--- config.mk ---
export PLATFORM = sky130hd
export DESIGN_NAME = stream_mux_rr
export DESIGN_NICKNAME = d
export VERILOG_FILES = /design/src/rtl/stream_mux_rr.sv
export SDC_FILE = /design/constraint.sdc
export NUM_CORES = 1
export LEC_CHECK = 0
export ABC_AREA = 1
export CAP_MARGIN = 20
export CORE_ASPECT_RATIO = 1.4
export CORE_MARGIN = 2
export CORE_UTILIZATION = 36
export CTS_CLUSTER_DIAMETER = 40
export DETAILED_ROUTE_END_ITERATION = 7
export GPL_TIMING_DRIVEN = 0
export PLACE_DENSITY = 0.85
export SYNTH_ARGS = -nofsm -noshare
export SYNTH_HDL_FRONTEND = slang
export SYNTH_SLANG_ARGS = --single-unit
--- constraint.sdc ---
create_clock -name clk -period 2.4 [get_ports clk]
set_input_delay 0.36 -clock clk [delete_from_list [all_inputs] [get_ports clk]]
set_output_delay 0.36 -clock clk [all_outputs]
set_load 0.02 [all_outputs]
--- src/rtl/stream_mux_rr.sv ---
// stream_mux_rr: merges NUM_IN valid/ready streams onto one registered
// output stream. Arbitration happens per packet: round-robin by default,
// or a forced channel when force_en is set. Once a multi-beat packet
// starts, the channel stays locked until its last beat is accepted.
module stream_mux_rr #(
  parameter int WIDTH  = 32,
  parameter int NUM_IN = 4,
  parameter int SEL_W  = 2
) (
  input  logic                    clk,
  input  logic                    rst_n,
  input  logic [NUM_IN*WIDTH-1:0] in_data,
  input  logic [NUM_IN-1:0]       in_valid,
  input  logic [NUM_IN-1:0]       in_last,
  output logic [NUM_IN-1:0]       in_ready,
  input  logic                    force_en,
  input  logic [SEL_W-1:0]        force_sel,
  output logic [WIDTH-1:0]        out_data,
  output logic                    out_valid,
  output logic                    out_last,
  output logic [SEL_W-1:0]        out_src,
  input  logic                    out_ready
);

  typedef enum logic {
    IDLE = 1'b0,
    LOCK = 1'b1
  } state_t;

  state_t           r_state;
  state_t           w_next_state;
  logic [SEL_W-1:0] r_ptr;
  logic [SEL_W-1:0] w_next_ptr;
  logic [SEL_W-1:0] r_lock;
  logic [SEL_W-1:0] w_next_lock;

  logic [WIDTH-1:0] r_out_data;
  logic             r_out_valid;
  logic             r_out_last;
  logic [SEL_W-1:0] r_out_src;

  logic             w_can_load;
  logic [SEL_W-1:0] w_rr_grant;
  logic             w_rr_valid;
  logic [SEL_W-1:0] w_grant;
  logic             w_grant_valid;
  logic             w_accept;
  logic [WIDTH-1:0] w_sel_data;
  logic             w_sel_last;

  assign w_can_load = !r_out_valid || out_ready;
  assign w_accept   = w_grant_valid && w_can_load;

  assign out_data  = r_out_data;
  assign out_valid = r_out_valid;
  assign out_last  = r_out_last;
  assign out_src   = r_out_src;

  // Round-robin search: lowest valid channel above the pointer wins, else
  // the lowest valid channel at or below it (this is the circular wrap).
  always_comb begin
    w_rr_grant = '0;
    w_rr_valid = 1'b0;
    for (int i = NUM_IN - 1; i >= 0; i--) begin
      if (in_valid[i] && (SEL_W'(i) <= r_ptr)) begin
        w_rr_grant = SEL_W'(i);
        w_rr_valid = 1'b1;
      end
    end
    for (int i = NUM_IN - 1; i >= 0; i--) begin
      if (in_valid[i] && (SEL_W'(i) > r_ptr)) begin
        w_rr_grant = SEL_W'(i);
        w_rr_valid = 1'b1;
      end
    end
  end

  // Pick the granted channel index for the current state; an index with no
  // matching valid channel (e.g. an out-of-range force) yields no grant.
  always_comb begin
    if (r_state == LOCK) begin
      w_grant = r_lock;
    end else if (force_en) begin
      w_grant = force_sel;
    end else begin
      w_grant = w_rr_grant;
    end
  end

  // Route the granted channel's beat and valid through a one-hot match.
  always_comb begin
    w_sel_data    = '0;
    w_sel_last    = 1'b0;
    w_grant_valid = 1'b0;
    for (int i = 0; i < NUM_IN; i++) begin
      if (w_grant == SEL_W'(i)) begin
        w_sel_data    = in_data[i*WIDTH +: WIDTH];
        w_sel_last    = in_last[i];
        w_grant_valid = in_valid[i];
      end
    end
  end

  // Only the granted channel sees ready, and only when the output can load.
  always_comb begin
    in_ready = '0;
    for (int i = 0; i < NUM_IN; i++) begin
      in_ready[i] = w_can_load && w_grant_valid && (w_grant == SEL_W'(i));
    end
  end

  // Packet-lock FSM next state: open a lock on a non-last beat, release the
  // lock and advance the round-robin pointer on a last beat.
  always_comb begin
    w_next_state = r_state;
    w_next_ptr   = r_ptr;
    w_next_lock  = r_lock;
    case (r_state)
      IDLE: begin
        if (w_accept) begin
          if (w_sel_last) begin
            w_next_ptr = w_grant;
          end else begin
            w_next_state = LOCK;
            w_next_lock  = w_grant;
          end
        end
      end
      LOCK: begin
        if (w_accept && w_sel_last) begin
          w_next_state = IDLE;
          w_next_ptr   = r_lock;
        end
      end
      default: w_next_state = IDLE;
    endcase
  end

  // FSM, pointer and lock registers; pointer resets so channel 0 goes first.
  always_ff @(posedge clk or negedge rst_n) begin
    if (!rst_n) begin
      r_state <= IDLE;
      r_ptr   <= SEL_W'(NUM_IN - 1);
      r_lock  <= '0;
    end else begin
      r_state <= w_next_state;
      r_ptr   <= w_next_ptr;
      r_lock  <= w_next_lock;
    end
  end

  // Registered output stage: load on accept, drain when consumed, else hold.
  always_ff @(posedge clk or negedge rst_n) begin
    if (!rst_n) begin
      r_out_data  <= '0;
      r_out_valid <= 1'b0;
      r_out_last  <= 1'b0;
      r_out_src   <= '0;
    end else if (w_accept) begin
      r_out_data  <= w_sel_data;
      r_out_valid <= 1'b1;
      r_out_last  <= w_sel_last;
      r_out_src   <= w_grant;
    end else if (r_out_valid && out_ready) begin
      r_out_valid <= 1'b0;
    end
  end

endmodule

==> results.py <==
metrics = {
    "power_and_ir_drop": {
        "p_leak_uw": 0.002273,
        "ir_drop_v": 0.0006463,
        "power_density_nw_per_um2": 1285,
        "total_power_uw": 6303,
    },
    "layout": {
        "multi_input_comb_area_sq_um": 1495,
        "antenna_cells": 0,
        "area_delta_synth_final_pct": 88.78,
        "instances_no_fill": 703,
        "seqCellArea_sq_um": 1028,
        "fillCellCount": 597,
        "nets": 749,
        "utilization_pct": 70.27,
        "drive_gt1_share_pct": 12.50,
    },
    "route": {
        "vias": 3432,
        "routedWlPerCell_um": 15.07,
        "drt_iter0_markers": 131,
        "wirelength_um": 10600,
        "final_antenna_net_count": 0,
        "vias_per_cell": 4.882,
        "route.detailed.drc": 0,
        "dr.pass1.iters": 4,
    },
    "sta": {
        "post-route-period-util_pct": 115.1,
        "fin_skew_ns": 0.007974,
        "setup_violations": 22,
        "fin_crit_ns": 2.762,
        "hold_violations": 0,
        "worstMarginPinSlew_ns": 0.3944,
        "grt_setup_unrepaired": "yes",
        "relSlewSlack_pct": 73.71,
        "fmax_mhz": 362.1,
        "fin_ws_ns": -0.3616,
        "slew_viol_final": 0,
    },
    "clocking": {
        "cts_inserted_buffers": 5,
        "cts_tree": "yes",
        "worstSkewPairLatency_ns": 0.29,
        "clk_pin_slew_ns": 0.08,
        "htreeDepth": 2,
        "cts.sinks": 41,
        "holdBufCountCts": 0,
        "cts_buffer_depth": 2,
        "cts_root_buffer": "clkbuf_8",
    },
    "logic_synthesis": {
        "synth_top_cell_by_area": "dfrtp_1",
        "yosysSeqAreaShare_pct": 39.58,
        "synth_top_cell_area_share_pct": 37.55,
        "syn_avg_cell_area_sq_um": 6.448,
        "ys_warn_count": 0,
        "netlist_area_sq_um": 2599,
        "synth.net_count": 545,
        "ys_seq_elements": 41,
        "syn-instance-count": 403,
        "ys_types": 23,
        "ys_top_cells_by_area": "dfrtp_1, nand2_1, nand4_1, nand3_1, dfstp_2",
    },
    "global_route": {
        "antenna_found_initial": 0,
        "grt-ovfl-total": 0,
        "grt_max_degree": 42,
        "grt_pass1_wl_um": 16170,
        "grt_usage_pct": 26.58,
        "grt_pass1_vias": 3501,
    },
    "setup_path": {
        "cp.required_ns": 2.04,
        "end_kind": "primary output",
        "cp_data_arrival_time_ns": 2.40,
        "critPathMaxFanout": 7,
        "start_kind": "flop",
        "path_class": "reg -> out",
    },
    "placement": {
        "place_inst": 680,
        "gp_congestion": 0.8893,
        "dp_hpwl_um": 7705,
        "portBuffers": 181,
    },
    "floorplanning": {
        "die_x_um": 75.81,
        "coreArea_sq_um": 6982,
        "die_y_um": 104.5,
        "die_area_sq_um": 7924,
        "num_io_pins": 182,
        "start_util_pct": 37.22,
        "fp-row-count": 36,
    },
    "outcome": {
        "outcome": "finished, violations left",
        "violations": "negative setup slack",
    },
    "hold_path": {
        "worstHoldPathType": "in -> async",
    },
    "flow_run": {
        "cap_viol_max_count": 0,
    },
}
==> synthesized netlist by cell type (all sizes together) <==
cell type,instances
dfrtp,39
nand3,11
a21oi,9
inv,12
dfstp,2
nand4,31
clkbuf,3
nand2,260
nor2,12
or2,1
o21ai,5
a21boi,1
buf,16
nor3,1
==> power by group <==
group / internal, uW / switching (uW)
combinational: 1910 / 2570
sequential: 1050 / 200
clock: 339 / 241
==> per-stage QoR <==
stage	worst slack [ns]	hold slack [ns]	instance area, sq um	setup TNS, ns
final	-0.3616	0.02106	4906	-1.925
after global routing	-0.5041	0.03277	4906	-6.700
after CTS	-0.2874	0.02326	4793	-1.013
after detailed placement	-1.132	0.3480	4544	-17.73
after global placement	-1.098	0.4556	4529	-16.96
after floorplan	0.03866	0.06441	2599	0
==> path summary, 6_finish.rpt <==
kind                       slack (ns)                  endpoint                      from  cells past startpoint
hold / removal                   0.02  out_data[29]$_DFFE_PN0P_                     rst_n                      2
hold reg to reg                  0.48  out_data[23]$_DFFE_PN0P_  out_data[23]$_DFFE_PN0P_                      2
setup / recovery                -0.36               in_ready[0]      r_ptr[1]$_DFFE_PN1P_                     13
setup reg to reg                -0.09  out_data[24]$_DFFE_PN0P_      r_ptr[1]$_DFFE_PN1P_                     13
min in group clk                 0.48  out_data[23]$_DFFE_PN0P_  out_data[23]$_DFFE_PN0P_                      2
max in group asynchronous        2.11      r_ptr[1]$_DFFE_PN1P_                     rst_n                      2
==> kinds of logic after synthesis <==
family                 Yosys count  share of synthesized area [%]
and+or+nand+nor                316                          50.94
DFF                             41                          39.58
buffers and inverters           31                          5.777
AOI/OAI and AO/OA               15                          3.707
==> area by class of cell <==
cell class | count | area share [%]
Buffer | 19 | 3.417
Multi-Input combinational cell | 331 | 30.48
Inverter | 12 | 0.9691
Clock inverter | 1 | 0.6121
Tap cell | 95 | 2.423
Clock buffer | 7 | 1.760
Sequential cell | 41 | 20.96
Timing Repair Buffer | 197 | 39.38
==> registers in the layout (all words and copies together), names as in the netlist, named ones only <==
| name | flops |
|---|---|
| out_data | 32 |
| r_ptr | 2 |
| out_src | 2 |
| r_lock | 2 |
| out_last | 1 |
| out_valid | 1 |
==> repair_timing <==
| action | CTS | global route |
|---|---|---|
| gates cloned | 0 | 1 |
| setup buffers | 10 | 6 |
| resized for setup | 44 | 35 |
| setup endpoints to repair | 40 | 44 |
| pin swaps | 6 | 5 |
==> metal layers <==
layer,vias up,global-route usage (%),wire (um)
met5,-,0,0
li1,1684,-,-
met2,148,47.04,5884
met4,0,9.900,323
met3,25,5.979,622
met1,1575,29.66,3766
==> worst max-delay path: stages, from the launching register on <==
cell	delay, ns
dfstp_2	0.61
nor2_1	0.08
a21oi_1	0.26
nand2_2	0.14
nand2_2	0.11
nand2_4	0.09
nor2_4	0.17
nand2_2	0.09
nand2_4	0.10
nand2_4	0.05
nand2_4	0.07
buf_6	0.12
nor3_2	0.04
buf_4	0.17
==> placed cells by master (no fill, tap or decap), types with 2 or more instances in the layout <==
cell type          n
clkbuf_8           6
buf_8              2
nand3_2            2
a21oi_1            7
clkdlybuf4s50_1  174
nor2_4             4
inv_1             11
nand2_4            5
clkbuf_2           4
buf_2              3
nand2_1          246
nand4_1           31
dfrtp_1           39
buf_6              8
dlygate4sd2_1      2
dfstp_2            2
nor2_1             6
nor2_2             2
nand3_1            9
buf_4             21
nand2_2            9
o21ai_1            5
No activity file was read; power rests on OpenSTA's default activity.
